$ cat src/rtl/mips_pkg.sv
// Shared types for the memory-stage datapath: store sizes and store sequencer states.
package mips_pkg;

  typedef enum logic [1:0] {
    SZ_BYTE = 2'b00,
    SZ_HALF = 2'b01,
    SZ_WORD = 2'b10,
    SZ_RSVD = 2'b11
  } store_size_t;

  typedef enum logic [1:0] {
    IDLE  = 2'b00,
    READ  = 2'b01,
    WRITE = 2'b10,
    RESP  = 2'b11
  } sm_state_t;

endpackage

$ cat src/rtl/lane_merge.sv
// Places the low byte/half/word of new data into its little-endian lane of an old word.
module lane_merge
  import mips_pkg::*;
(
  input  logic [31:0] old_word_i,
  input  logic [31:0] new_data_i,
  input  store_size_t size_i,
  input  logic [1:0]  addr_lo_i,
  output logic [31:0] merged_o
);

  always_comb begin
    merged_o = old_word_i;
    case (size_i)
      SZ_BYTE: merged_o[{addr_lo_i, 3'b000} +: 8]     = new_data_i[7:0];
      SZ_HALF: merged_o[{addr_lo_i[1], 4'b0000} +: 16] = new_data_i[15:0];
      SZ_WORD: merged_o = new_data_i;
      default: merged_o = old_word_i;
    endcase
  end

endmodule

$ cat src/rtl/store_merge_unit.sv
// Store sequencer for a word-only data memory: word stores write directly,
// sub-word stores do read-modify-write, bad size/alignment responds with err.
module store_merge_unit
  import mips_pkg::*;
(
  input  logic        clk,
  input  logic        reset,
  input  logic        req_valid,
  output logic        req_ready,
  input  logic [31:0] req_addr,
  input  logic [31:0] req_wdata,
  input  logic [1:0]  req_size,
  output logic [31:0] mem_addr,
  output logic        mem_re,
  output logic        mem_we,
  output logic [31:0] mem_wdata,
  input  logic [31:0] mem_rdata,
  input  logic        mem_ack,
  output logic        done,
  output logic        err
);

  sm_state_t   state_q;
  store_size_t size_q;
  store_size_t req_size_e;
  logic [31:0] addr_q;
  logic [31:0] wdata_q;
  logic [31:0] mem_wdata_q;
  logic [31:0] merged_d;
  logic        ready_q;
  logic        re_q;
  logic        we_q;
  logic        done_q;
  logic        err_q;

  assign req_size_e = store_size_t'(req_size);

  lane_merge u_lane_merge (
    .old_word_i (mem_rdata),
    .new_data_i (wdata_q),
    .size_i     (size_q),
    .addr_lo_i  (addr_q[1:0]),
    .merged_o   (merged_d)
  );

  // Strobes, done and err are registered alongside the state so no output
  // depends combinationally on mem_ack or req_valid.
  always_ff @(posedge clk) begin
    if (reset) begin
      state_q     <= IDLE;
      size_q      <= SZ_BYTE;
      addr_q      <= '0;
      wdata_q     <= '0;
      mem_wdata_q <= '0;
      ready_q     <= 1'b1;
      re_q        <= 1'b0;
      we_q        <= 1'b0;
      done_q      <= 1'b0;
      err_q       <= 1'b0;
    end else begin
      done_q <= 1'b0;
      err_q  <= 1'b0;
      case (state_q)
        IDLE: begin
          if (req_valid) begin
            addr_q  <= req_addr;
            wdata_q <= req_wdata;
            size_q  <= req_size_e;
            ready_q <= 1'b0;
            if (req_size_e == SZ_WORD && req_addr[1:0] == 2'b00) begin
              mem_wdata_q <= req_wdata;
              we_q        <= 1'b1;
              state_q     <= WRITE;
            end else if (req_size_e == SZ_BYTE ||
                         (req_size_e == SZ_HALF && !req_addr[0])) begin
              re_q    <= 1'b1;
              state_q <= READ;
            end else begin
              done_q  <= 1'b1;
              err_q   <= 1'b1;
              state_q <= RESP;
            end
          end
        end
        READ: begin
          if (mem_ack) begin
            mem_wdata_q <= merged_d;
            re_q        <= 1'b0;
            we_q        <= 1'b1;
            state_q     <= WRITE;
          end
        end
        WRITE: begin
          if (mem_ack) begin
            we_q    <= 1'b0;
            done_q  <= 1'b1;
            state_q <= RESP;
          end
        end
        RESP: begin
          ready_q <= 1'b1;
          state_q <= IDLE;
        end
        default: begin
          ready_q <= 1'b1;
          re_q    <= 1'b0;
          we_q    <= 1'b0;
          state_q <= IDLE;
        end
      endcase
    end
  end

  assign req_ready = ready_q;
  assign mem_addr  = {addr_q[31:2], 2'b00};
  assign mem_re    = re_q;
  assign mem_we    = we_q;
  assign mem_wdata = mem_wdata_q;
  assign done      = done_q;
  assign err       = err_q;

endmodule

$ cat config.mk
export PLATFORM = sky130hd
export DESIGN_NAME = store_merge_unit
export DESIGN_NICKNAME = d
export VERILOG_FILES = /design/src/rtl/mips_pkg.sv /design/src/rtl/lane_merge.sv /design/src/rtl/store_merge_unit.sv
export SDC_FILE = /design/constraint.sdc
export NUM_CORES = 1
export LEC_CHECK = 0
export BUFFER_PORTS_ARGS = -buffer_cell sky130_fd_sc_hd__buf_2
export CORE_ASPECT_RATIO = 2
export CORE_MARGIN = 3
export CORE_UTILIZATION = 29
export DETAILED_ROUTE_END_ITERATION = 6
export MAX_ROUTING_LAYER = met4
export PLACE_DENSITY_LB_ADDON = 0.08
export SYNTH_ARGS = -nofsm -noshare
export SYNTH_HDL_FRONTEND = slang
export SYNTH_SLANG_ARGS = --single-unit
$ cat constraint.sdc
create_clock -name clk -period 3.8 [get_ports clk]
set_clock_uncertainty 0.1 [all_clocks]
set_input_delay 0.38 -clock clk [delete_from_list [all_inputs] [get_ports clk]]
set_output_delay 0.38 -clock clk [all_outputs]
set_load 0.05 [all_outputs]
==> results.toml <==
[detailed_routing]
routed_wl_um = 21270
dr_total_vias = 5746
drc_errors = 0
ant_nets = 0
drt_iter0_markers = 259
wl_per_cell_um = 19.30
vias_per_cell = 5.214
firstDrtPassIters = 5

[yosys]
synth.largest_area_cell = "dfxtp_1"
yosysSeqAreaShare_pct = 35.44
synth_cells = 740
synth_simple_gate_area_share_pct = 20.97
synth_common_cells = "137 x nand2_1, 105 x dfxtp_1, 88 x a21oi_1"
syn_area_um2 = 5932
synth.top_cell.area_share_pct = 35.44
synth_top_family_by_area = "compound AO/OA/AOI/OAI gates"
yosysMostFrequentCell = "nand2_1"
synth_compound_area_share_pct = 24.76
synth_top_flop_cell = "dfxtp_1"
yosys.area_share.xor_xnor_pct = 0
synth.distinct_cells = 47
async_flop_share_pct = 0
ys_seq_elements = 105
synthMuxAreaShare_pct = 7.551
netlist_top_cells_area = "dfxtp_1 35%, nand2_1 8.7%, a21oi_1 7.4%"
ys_warn_count = 0
synth_edf_count = 0
avgSynthCellArea_um2 = 8.016
synth-adder-area-share_pct = 1.898

[outcome]
status = "complete, no violations"

[power_and_ir_drop]
vdd_drop_max_uv = 269.4
p_per_area_nw_per_um2 = 742.5
leakagePower_nw = 2.817

[clock_tree]
cts_hold_buf = 0
cts_resized = 0
clk_path_buf_depth = 2
clk_pin_slew_ns = 0.07
numClockSinks = 105
clockRootBuffer = "clkbuf_16"
tritoncts = "built"
cts_setup_buffers = 0
htreeDepth = 3
insertion_delay_ns = 0.36
cts-buffers-inserted = 9

[global_routing]
grt_pass1_vias = 5873
antenna_found_initial = 0
grt_first_pass_wirelength_um = 33000
grtUsageTotal_pct = 19.46
grt_max_degree = 78
overflow = 0

[die]
io_pins = 171
coreArea_um2 = 20000
die_width_um = 107.1
die-height_um = 208.3
std_cell_rows = 73
start_util_pct = 29.66
dieArea_um2 = 22310

[placed_design]
dp_cells = 1086
placed_cell_area_um2 = 6700
port-buffer-count = 168
place.gp.congestion = 0.9159
dp_slack_ns = 0.9420
dp_hpwl_um = 15120

[worst_setup_path]
cp-end-kind = "register"
reg2reg_depth = 4
worst_setup_path_start_kind = "register"
critical_path_class = "reg2reg"
rrSetupSlack_ns = 0.92
crit_required_ns = 3.96
r2r_end = "mem_wdata[3]"
arrival_ns = 3.04
startpoint = "size_q[0]"
r2r_start = "size_q[0]"
cp_max_fo = 63
crit_path_end = "mem_wdata[3]"

[timing]
finalSetupViolations = 0
fin_tns_setup_ns = 0
max_freq_mhz = 347.7
hold_viol = 0
final.period_utilization_pct = 75.69
rsz0062_at_grt = "no"
drv_slew = 0
tightest_slew_ns = 1.222
timing.final.ws_setup_ns = 0.9237
hold_ws_ns = 0.1525
relSlewSlack_pct = 18.54
period_needed_ns = 2.876

[final_layout]
drive_gt1_share_pct = 25.48
syn_to_final_growth_pct = 17.76
n_antenna_cell = 0
fin_area_um2 = 6985
instances_no_fill = 1102
nNetsFinal = 946

[worst_hold_path]
hold_path_depth = 3
min_path_type = "in2reg"

[run]
cap_viol_max_count = 0
[cells by family after synthesis]
group / after synthesis
compound gates: 214
flops: 105
fa+ha+maj: 9
simple gates: 260
mux: 42
other cells: 1
buf+inv: 109
[metal layers]
metal | track usage [%] | vias up | routed length, um
li1 | - | 2818 | -
met1 | 19.88 | 2756 | 7695
met2 | 36.21 | 148 | 12240
met3 | 2.887 | 24 | 873
met4 | 7.859 | 0 | 461
met5 | - | - | 0
[layout make-up]
| type | count | area (um2) |
|---|---|---|
| Clock buffer | 13 | 260.3 |
| Clock inverter | 3 | 25.02 |
| Fill cell | 2170 | 13020 |
| Inverter | 13 | 48.80 |
| Multi-Input combinational cell | 527 | 3294 |
| Sequential cell | 105 | 2103 |
| Tap cell | 262 | 327.8 |
| Timing Repair Buffer | 179 | 925.9 |
[stage by stage]
| step | power [mW] | util [%] |
|---|---|---|
| after CTS | 5.259 | 34.92 |
| after floorplan | 3.673 | - |
| after global placement | 4.282 | 33.50 |
| after global routing | 5.524 | 34.92 |
| final | 5.187 | 34.92 |
| after detailed placement | 4.319 | 33.50 |
[cell usage in the layout (no fill, tap or decap), types with 2 or more instances in the layout]
master,n
buf_2,167
nand2_1,136
dfxtp_1,104
a21oi_1,88
nor2_1,37
nand2b_1,26
a311oi_1,24
mux2_1,22
mux2i_1,20
o221ai_1,19
nor4_1,17
o21a_1,16
a221o_1,16
a22oi_1,15
inv_1,13
o21ai_0,12
buf_4,12
nor2b_1,11
clkbuf_16,9
o32ai_1,8
or3b_2,8
ha_1,8
nand3_1,6
a31o_2,5
nor3_1,4
or3b_1,2
o21ai_1,2
o21bai_1,2
and3_1,2
a211oi_1,2
conb_1,2
clkbuf_1,2
clkbuf_8,2
clkinv_4,2
[registers in the layout, summed over array words and instances, names as in the netlist]
signal     cells
req_ready      1
mem_re         1
state_q        2
size_q         2
err            1
wdata_q       32
mem_wdata     32
done           1
addr_q        32
mem_we         1
[how the worst min path moves through the flow]
stage | from | endpoint | slack, ns
3_5_place_dp | addr_q[9] | addr_q[9] | 0.35
2_1_floorplan | wdata_q[24] | wdata_q[24] | 0.33
4_1_cts | req_addr[28] | addr_q[28] | 0.14
3_3_place_gp | addr_q[31] | addr_q[31] | 0.34
5_1_grt | req_addr[29] | addr_q[29] | 0.15
6_report | req_addr[24] | addr_q[24] | 0.15
[critical path: stages (launching register included)]
cell and delay [ns]:
dfxtp_2 0.66, or2_1 0.61, nor4_2 0.87, a21oi_1 0.18
o32ai_1 0.31
[report_power, final]
part           internal (mW)  switching (mW)  total [mW]
combinational          0.780            1.84        2.62
clock                  0.484           0.435       0.919
sequential              1.39           0.257        1.65
total                   2.65            2.53        5.19
Note: power is estimated with default switching activity, not from simulation.
